===== src/rtl/adpll_pkg.sv =====
// adpll_pkg: shared loop-filter state encoding and sizing/saturation helpers.
//   lf_state_t : loop-filter FSM state (IDLE, ACQUIRE, LOCKED)
//   lf_center  : DCO mid-scale code for a given control width
//   lf_int_w   : integrator width for a given control width and integral shift
//   sat_s      : signed clamp of an int to [lo, hi]
package adpll_pkg;
  typedef enum logic [1:0] {IDLE, ACQUIRE, LOCKED} lf_state_t;
  function automatic int lf_center(input int ctrl_w);
    return 1 << (ctrl_w - 1);
  endfunction
  function automatic int lf_int_w(input int ctrl_w, input int ki_shift);
    return ctrl_w + ki_shift + 1;
  endfunction
  function automatic int sat_s(input int x, input int lo, input int hi);
    return x < lo ? lo : x > hi ? hi : x;
  endfunction
endpackage


===== src/rtl/adpll_lock_detect.sv =====
// adpll_lock_detect: hysteretic lock-detect FSM with in/out tolerance counters.
//   clk, rst_n : clock, asynchronous active-low reset
//   en         : loop enable; low forces IDLE and clears counters
//   upd        : one strobe per filter update
//   in_tol     : the error of this update is within tolerance
//   state      : current FSM state
//   locked     : high while in LOCKED
module adpll_lock_detect
  import adpll_pkg::*;
#(
  parameter int LOCK_CNT   = 16,
  parameter int UNLOCK_CNT = 4
) (
  input  logic      clk,
  input  logic      rst_n,
  input  logic      en,
  input  logic      upd,
  input  logic      in_tol,
  output lf_state_t state,
  output logic      locked
);
  localparam int CW = $clog2((LOCK_CNT > UNLOCK_CNT ? LOCK_CNT : UNLOCK_CNT) + 1);
  lf_state_t state_nxt;
  logic [CW-1:0] in_cnt, out_cnt, in_nxt, out_nxt;
  always_ff @(posedge clk or negedge rst_n)
    if (!rst_n) begin
      state   <= IDLE;
      in_cnt  <= '0;
      out_cnt <= '0;
    end else begin
      state   <= state_nxt;
      in_cnt  <= in_nxt;
      out_cnt <= out_nxt;
    end
  always_comb begin
    state_nxt = state;
    in_nxt    = in_cnt;
    out_nxt   = out_cnt;
    if (!en) begin
      state_nxt = IDLE;
      in_nxt    = '0;
      out_nxt   = '0;
    end else
      case (state)
        IDLE: state_nxt = ACQUIRE;
        ACQUIRE:
          if (upd) begin
            in_nxt = in_tol ? in_cnt + 1'b1 : '0;
            if (in_tol && in_cnt == CW'(LOCK_CNT - 1)) begin
              state_nxt = LOCKED;
              in_nxt    = '0;
              out_nxt   = '0;
            end
          end
        LOCKED:
          if (upd) begin
            out_nxt = in_tol ? '0 : out_cnt + 1'b1;
            if (!in_tol && out_cnt == CW'(UNLOCK_CNT - 1)) begin
              state_nxt = ACQUIRE;
              in_nxt    = '0;
              out_nxt   = '0;
            end
          end
        default: state_nxt = IDLE;
      endcase
  end
  assign locked = state == LOCKED;
endmodule


===== src/rtl/adpll_loop_filter.sv =====
// adpll_loop_filter: ADPLL PI loop filter, phase word in, DCO tuning word out.
//   clk, rst_n   : clock, asynchronous active-low reset
//   en           : loop enable; low holds the DCO at mid-scale
//   sample_valid : tdc_count/target valid strobe
//   tdc_count    : measured phase word
//   target       : desired phase word
//   dco_ctrl     : registered DCO tuning word
//   ctrl_valid   : strobe on each dco_ctrl update (two cycles after a sample)
//   phase_err    : registered signed target - tdc_count of the last accepted sample
//   locked       : lock indicator
module adpll_loop_filter
  import adpll_pkg::*;
#(
  parameter int CNT_W      = 5,
  parameter int CTRL_W     = 8,
  parameter int KP_SHIFT   = 1,
  parameter int KI_SHIFT   = 3,
  parameter int LOCK_TOL   = 1,
  parameter int LOCK_CNT   = 16,
  parameter int UNLOCK_CNT = 4
) (
  input  logic                    clk,
  input  logic                    rst_n,
  input  logic                    en,
  input  logic                    sample_valid,
  input  logic [CNT_W-1:0]        tdc_count,
  input  logic [CNT_W-1:0]        target,
  output logic [CTRL_W-1:0]       dco_ctrl,
  output logic                    ctrl_valid,
  output logic signed [CNT_W:0]   phase_err,
  output logic                    locked
);
  localparam int CENTER = lf_center(CTRL_W);
  localparam int INT_W  = lf_int_w(CTRL_W, KI_SHIFT);
  localparam int IMAX   = (1 << (INT_W - 1)) - 1;
  localparam int IMIN   = -(1 << (INT_W - 1));
  localparam int CMAX   = (1 << CTRL_W) - 1;
  lf_state_t state;
  logic signed [CNT_W:0] err;
  logic signed [INT_W-1:0] integ;
  logic v1, accept, upd, in_tol;
  int e_i, integ_i, sum_i;
  assign err    = $signed({1'b0, target}) - $signed({1'b0, tdc_count});
  assign accept = en && sample_valid && state != IDLE;
  assign upd    = v1 && en;
  // Whole datapath in 32-bit int so the sum never wraps before the final clamp.
  always_comb begin
    e_i     = int'(phase_err);
    integ_i = sat_s(int'(integ) + e_i, IMIN, IMAX);
    sum_i   = CENTER + (e_i <<< KP_SHIFT) + (integ_i >>> KI_SHIFT);
    in_tol  = e_i <= LOCK_TOL && e_i >= -LOCK_TOL;
  end
  always_ff @(posedge clk or negedge rst_n)
    if (!rst_n) begin
      v1         <= 1'b0;
      phase_err  <= '0;
      ctrl_valid <= 1'b0;
      integ      <= '0;
      dco_ctrl   <= CTRL_W'(CENTER);
    end else begin
      v1         <= accept;
      ctrl_valid <= upd;
      if (accept) phase_err <= err;
      if (!en || state == IDLE) begin
        integ    <= '0;
        dco_ctrl <= CTRL_W'(CENTER);
      end else if (upd) begin
        integ    <= INT_W'(integ_i);
        dco_ctrl <= CTRL_W'(sat_s(sum_i, 0, CMAX));
      end
    end
  adpll_lock_detect #(
    .LOCK_CNT  (LOCK_CNT),
    .UNLOCK_CNT(UNLOCK_CNT)
  ) u_lock (
    .clk   (clk),
    .rst_n (rst_n),
    .en    (en),
    .upd   (upd),
    .in_tol(in_tol),
    .state (state),
    .locked(locked)
  );
endmodule

===== config.mk =====
export PLATFORM = sky130hd
export DESIGN_NAME = adpll_loop_filter
export DESIGN_NICKNAME = d
export VERILOG_FILES = /design/src/rtl/adpll_pkg.sv /design/src/rtl/adpll_lock_detect.sv /design/src/rtl/adpll_loop_filter.sv
export SDC_FILE = /design/constraint.sdc
export NUM_CORES = 1
export LEC_CHECK = 0
export CORE_ASPECT_RATIO = 1.4
export CORE_MARGIN = 5
export CORE_UTILIZATION = 53
export CTS_CLUSTER_DIAMETER = 40
export DETAILED_ROUTE_END_ITERATION = 12
export PLACE_DENSITY_LB_ADDON = 0.12
export SYNTH_ARGS = -nofsm -noshare
export SYNTH_HDL_FRONTEND = slang
export SYNTH_SLANG_ARGS = --single-unit

===== constraint.sdc =====
create_clock -name clk -period 5.5 [get_ports clk]
set_input_delay 1.375 -clock clk [delete_from_list [all_inputs] [get_ports clk]]
set_output_delay 1.375 -clock clk [all_outputs]
set_load 0.005 [all_outputs]

==> results.cfg <==
[detailed_routing]
first_iter_violations = 149
viasPerCell = 5.80
via_count = 3065
wire_per_inst_um = 16.9
firstDrtPassIters = 5
wirelength_um = 8910
drtAntennaViolNets = 0
drc_errors = 0

[outcome]
status = finished with violations
violations = negative setup slack

[pwr]
power.total_mw = 1.52
power.share.sequential_pct = 21.6
leakage_nw = 2.02
combPwrFrac_pct = 61.8
irDropWorstVdd_v = 0.000300
power_switching_uw = 597
swShare_pct = 39.3
internal_power_uw = 923
pwr-share-clk_pct = 16.6
power.density_nw_per_um2 = 344

[cts]
clkSinkCount = 40
clockBufferDepth = 2
cts_made_buffers = 5
cts_hold_buf = 0
cts-root-buf = clkbuf_8
cts_tree = done
cts.clk_slew.worst_paths_ns = 0.08
clk_latency_ns = 0.30
htreeDepth = 2

[finish]
layout_commonest_cell = nand2_1
utilization_pct = 74.7
final_cell_mix = nand2_1, buf_4, dfrtp_1
syn_to_final_growth_pct = 36.5
drive_above_1_share_pct = 28.4
diodes = 0
instances_no_fill = 528
fin_nets = 516

[floorplan]
dieArea_sq_um = 7780
coreArea_sq_um = 5900
ios = 30
dieHeight_um = 102
initial_utilization_pct = 54.7
chipWidth_um = 76.0
rows = 33

[critical_path]
start_kind = flip-flop
slowest_delay_ns = 0.52
endpoint_kind = flip-flop
crit_chain = ha_1 -> o21ai_0 -> o21ai_1 -> nand4_1 -> a31oi_2 -> mux2_4 -> a21oi_4 -> inv_2 -> ha_4 -> ha_4 -> fa_2 -> a21oi_4 -> o2111ai_4 -> a21oi_2 -> o21bai_1 -> buf_4 -> ha_4 -> or4b_1 -> o22ai_1 -> nand3_1 -> a211oi_2 -> o311ai_4 -> a22oi_1 -> o21ai_1
cpMostUsedCell = ha_4
worst_path_max_delay_cell = or4b_1
worst-path-max-fanout = 8
setup.worst_path.class = flip-flop to flip-flop
cp.arrival_ns = 5.84
required_ns = 5.69

[sta]
period_needed_ns = 5.65
setup_viol = 8
finalCritPeriodShare_pct = 103
worst_pin_slew_ns = 1.04
skew_ns = 0.00711
relSlewSlack_pct = 30.6
setup_ws_ns = -0.151
clock.fmax_ghz = 0.177
maxSlewViolCount = 0
hold_viol = 0
hold_slack_ns = 0.480
rsz0062_at_grt = true

[grt]
grt_pass1_wl_um = 13600
grt_pass1_vias = 3125
overflow = 0
grt_usage_pct = 21.4
grt_max_degree = 41
antenna_found_initial = 0

[placed_design]
place_inst = 504
pre_cts_slack_ns = -0.321
hpwl_um = 6040
gp_congestion = 0.964
port_buffers = 29

[synth]
yosys.area.top_type = dfrtp_1
synth_mux_area_share_pct = 1.05
synthAdderAreaFrac_pct = 18.1
ys_seq_area_share_pct = 31.0
ys_top_cells_by_area = dfrtp_1, ha_1, nand2_1
synthSimpleGateAreaFrac_pct = 17.7
synth_cells = 378
syn_nets = 437
ys_warn_count = 0
synth_top_family_by_area = compound AO/OA/AOI/OAI gates
avgSynthCellArea_sq_um = 8.55
synth-compound-area-share_pct = 22.7
synthXorXnorAreaFrac_pct = 4.34
syn_area_sq_um = 3230
synthArstFlopShare_pct = 100
synth_cell_types = 57
synth_edf_count = 0
synth_seq_cells = 40
yosys_most_used_dff = dfrtp_1
yosysTopAreaCellShare_pct = 30.2

[flow_run]
max_cap_violations = 0

[hold_path]
min_path_type = flip-flop to flip-flop
synthesized netlist by cell type (2+ instances only):
library cell	count
nand2_1	53
ha_1	42
dfrtp_1	39
o21ai_0	38
inv_1	30
a21oi_1	27
nor2_1	22
nand3_1	11
xnor2_1	10
a21o_1	6
clkbuf_1	6
nor2b_1	6
nor3_1	6
xor2_1	6
nand2b_1	5
a211oi_1	4
a31oi_1	4
o21ai_1	4
o21bai_1	4
or2_2	4
fa_1	3
mux2_2	3
o211ai_1	3
o21a_1	3
a21o_2	2
and3_1	2
buf_6	2
nand4_1	2
o22ai_1	2
o31ai_1	2
metrics by stage:
| step | TNS, ns | cell area, sq um |
|---|---|---|
| CTS | 0 | 4110 |
| global route | -2.40 | 4410 |
| finish | -0.891 | 4410 |
| global placement | -0.898 | 3840 |
| floorplan | 0 | 3250 |
| detailed placement | -1.99 | 3840 |
final timing paths:
path	startpoint	slack, ns	end	cells after the start
min in group asynchronous	rst_n	1.19	u_lock.out_cnt[1]	1
max	phase_err[2]	-0.15	dco_ctrl[0]	24
max reg2reg	phase_err[2]	-0.15	dco_ctrl[0]	24
min reg2reg	dco_ctrl[1]	0.48	dco_ctrl[1]	2
min	dco_ctrl[1]	0.48	dco_ctrl[1]	2
max in group asynchronous	rst_n	3.68	phase_err[5]	1
power groups by stage:
| stage | logic, mW | clock network, mW | registers, mW |
|---|---|---|---|
| global route | 1.02 | 0.268 | 0.330 |
| finish | 0.940 | 0.252 | 0.328 |
| global placement | 0.673 | 0 | 0.330 |
| detailed placement | 0.688 | 0 | 0.331 |
| CTS | 0.786 | 0.256 | 0.326 |
| floorplan | 0.425 | 0 | 0.337 |
worst max-delay path, delay by kind of cell, from the launching register on:
family                   cells  cell delay [ns]
multiplexers                 1             0.39
buffers and inverters        2             0.22
adder cells (fa/ha/maj)      5             1.26
AND/OR/NAND/NOR              3             0.83
flip-flops                   1             0.40
AO/OA/AOI/OAI               13             2.43
final cells by class:
cell class / count / area [sq um]
clock buffers: 5 / 68.8
clock inverters: 3 / 46.3
fillers: 436 / 1490
inverters: 30 / 113
multi-input cells: 299 / 2410
flip-flops and latches: 40 / 1000
well taps: 70 / 87.6
repair buffers: 81 / 683
what timing repair did:
action / CTS / global route
pin swaps: 10 / 30
setup endpoints to repair: 8 / 8
setup buffers: 7 / 9
resized for setup: 24 / 41
flip-flops by register name, summed over array words and instances, names as in the netlist:
| register | count |
|---|---|
| integ | 12 |
| dco_ctrl | 8 |
| phase_err | 6 |
| u_lock.in_cnt | 5 |
| u_lock.out_cnt | 5 |
| u_lock.state | 2 |
| ctrl_valid | 1 |
| v1 | 1 |
kinds of logic after synthesis:
kind of cell | after synthesis
adders and majority gates | 45
muxes | 3
buffers and inverters | 39
DFF | 40
xor gates and xnor gates | 16
and+or+nand+nor | 121
AOI/OAI and AO/OA | 114
routing by layer:
layer	wire length, um	vias to the layer above	GRT usage (%)
met2	4760	83	41.3
met1	3440	1467	22.7
met4	348	0	9.45
met3	365	25	3.44
li1	-	1490	-
met5	0	-	0
Power figures use the tool's default switching activity.
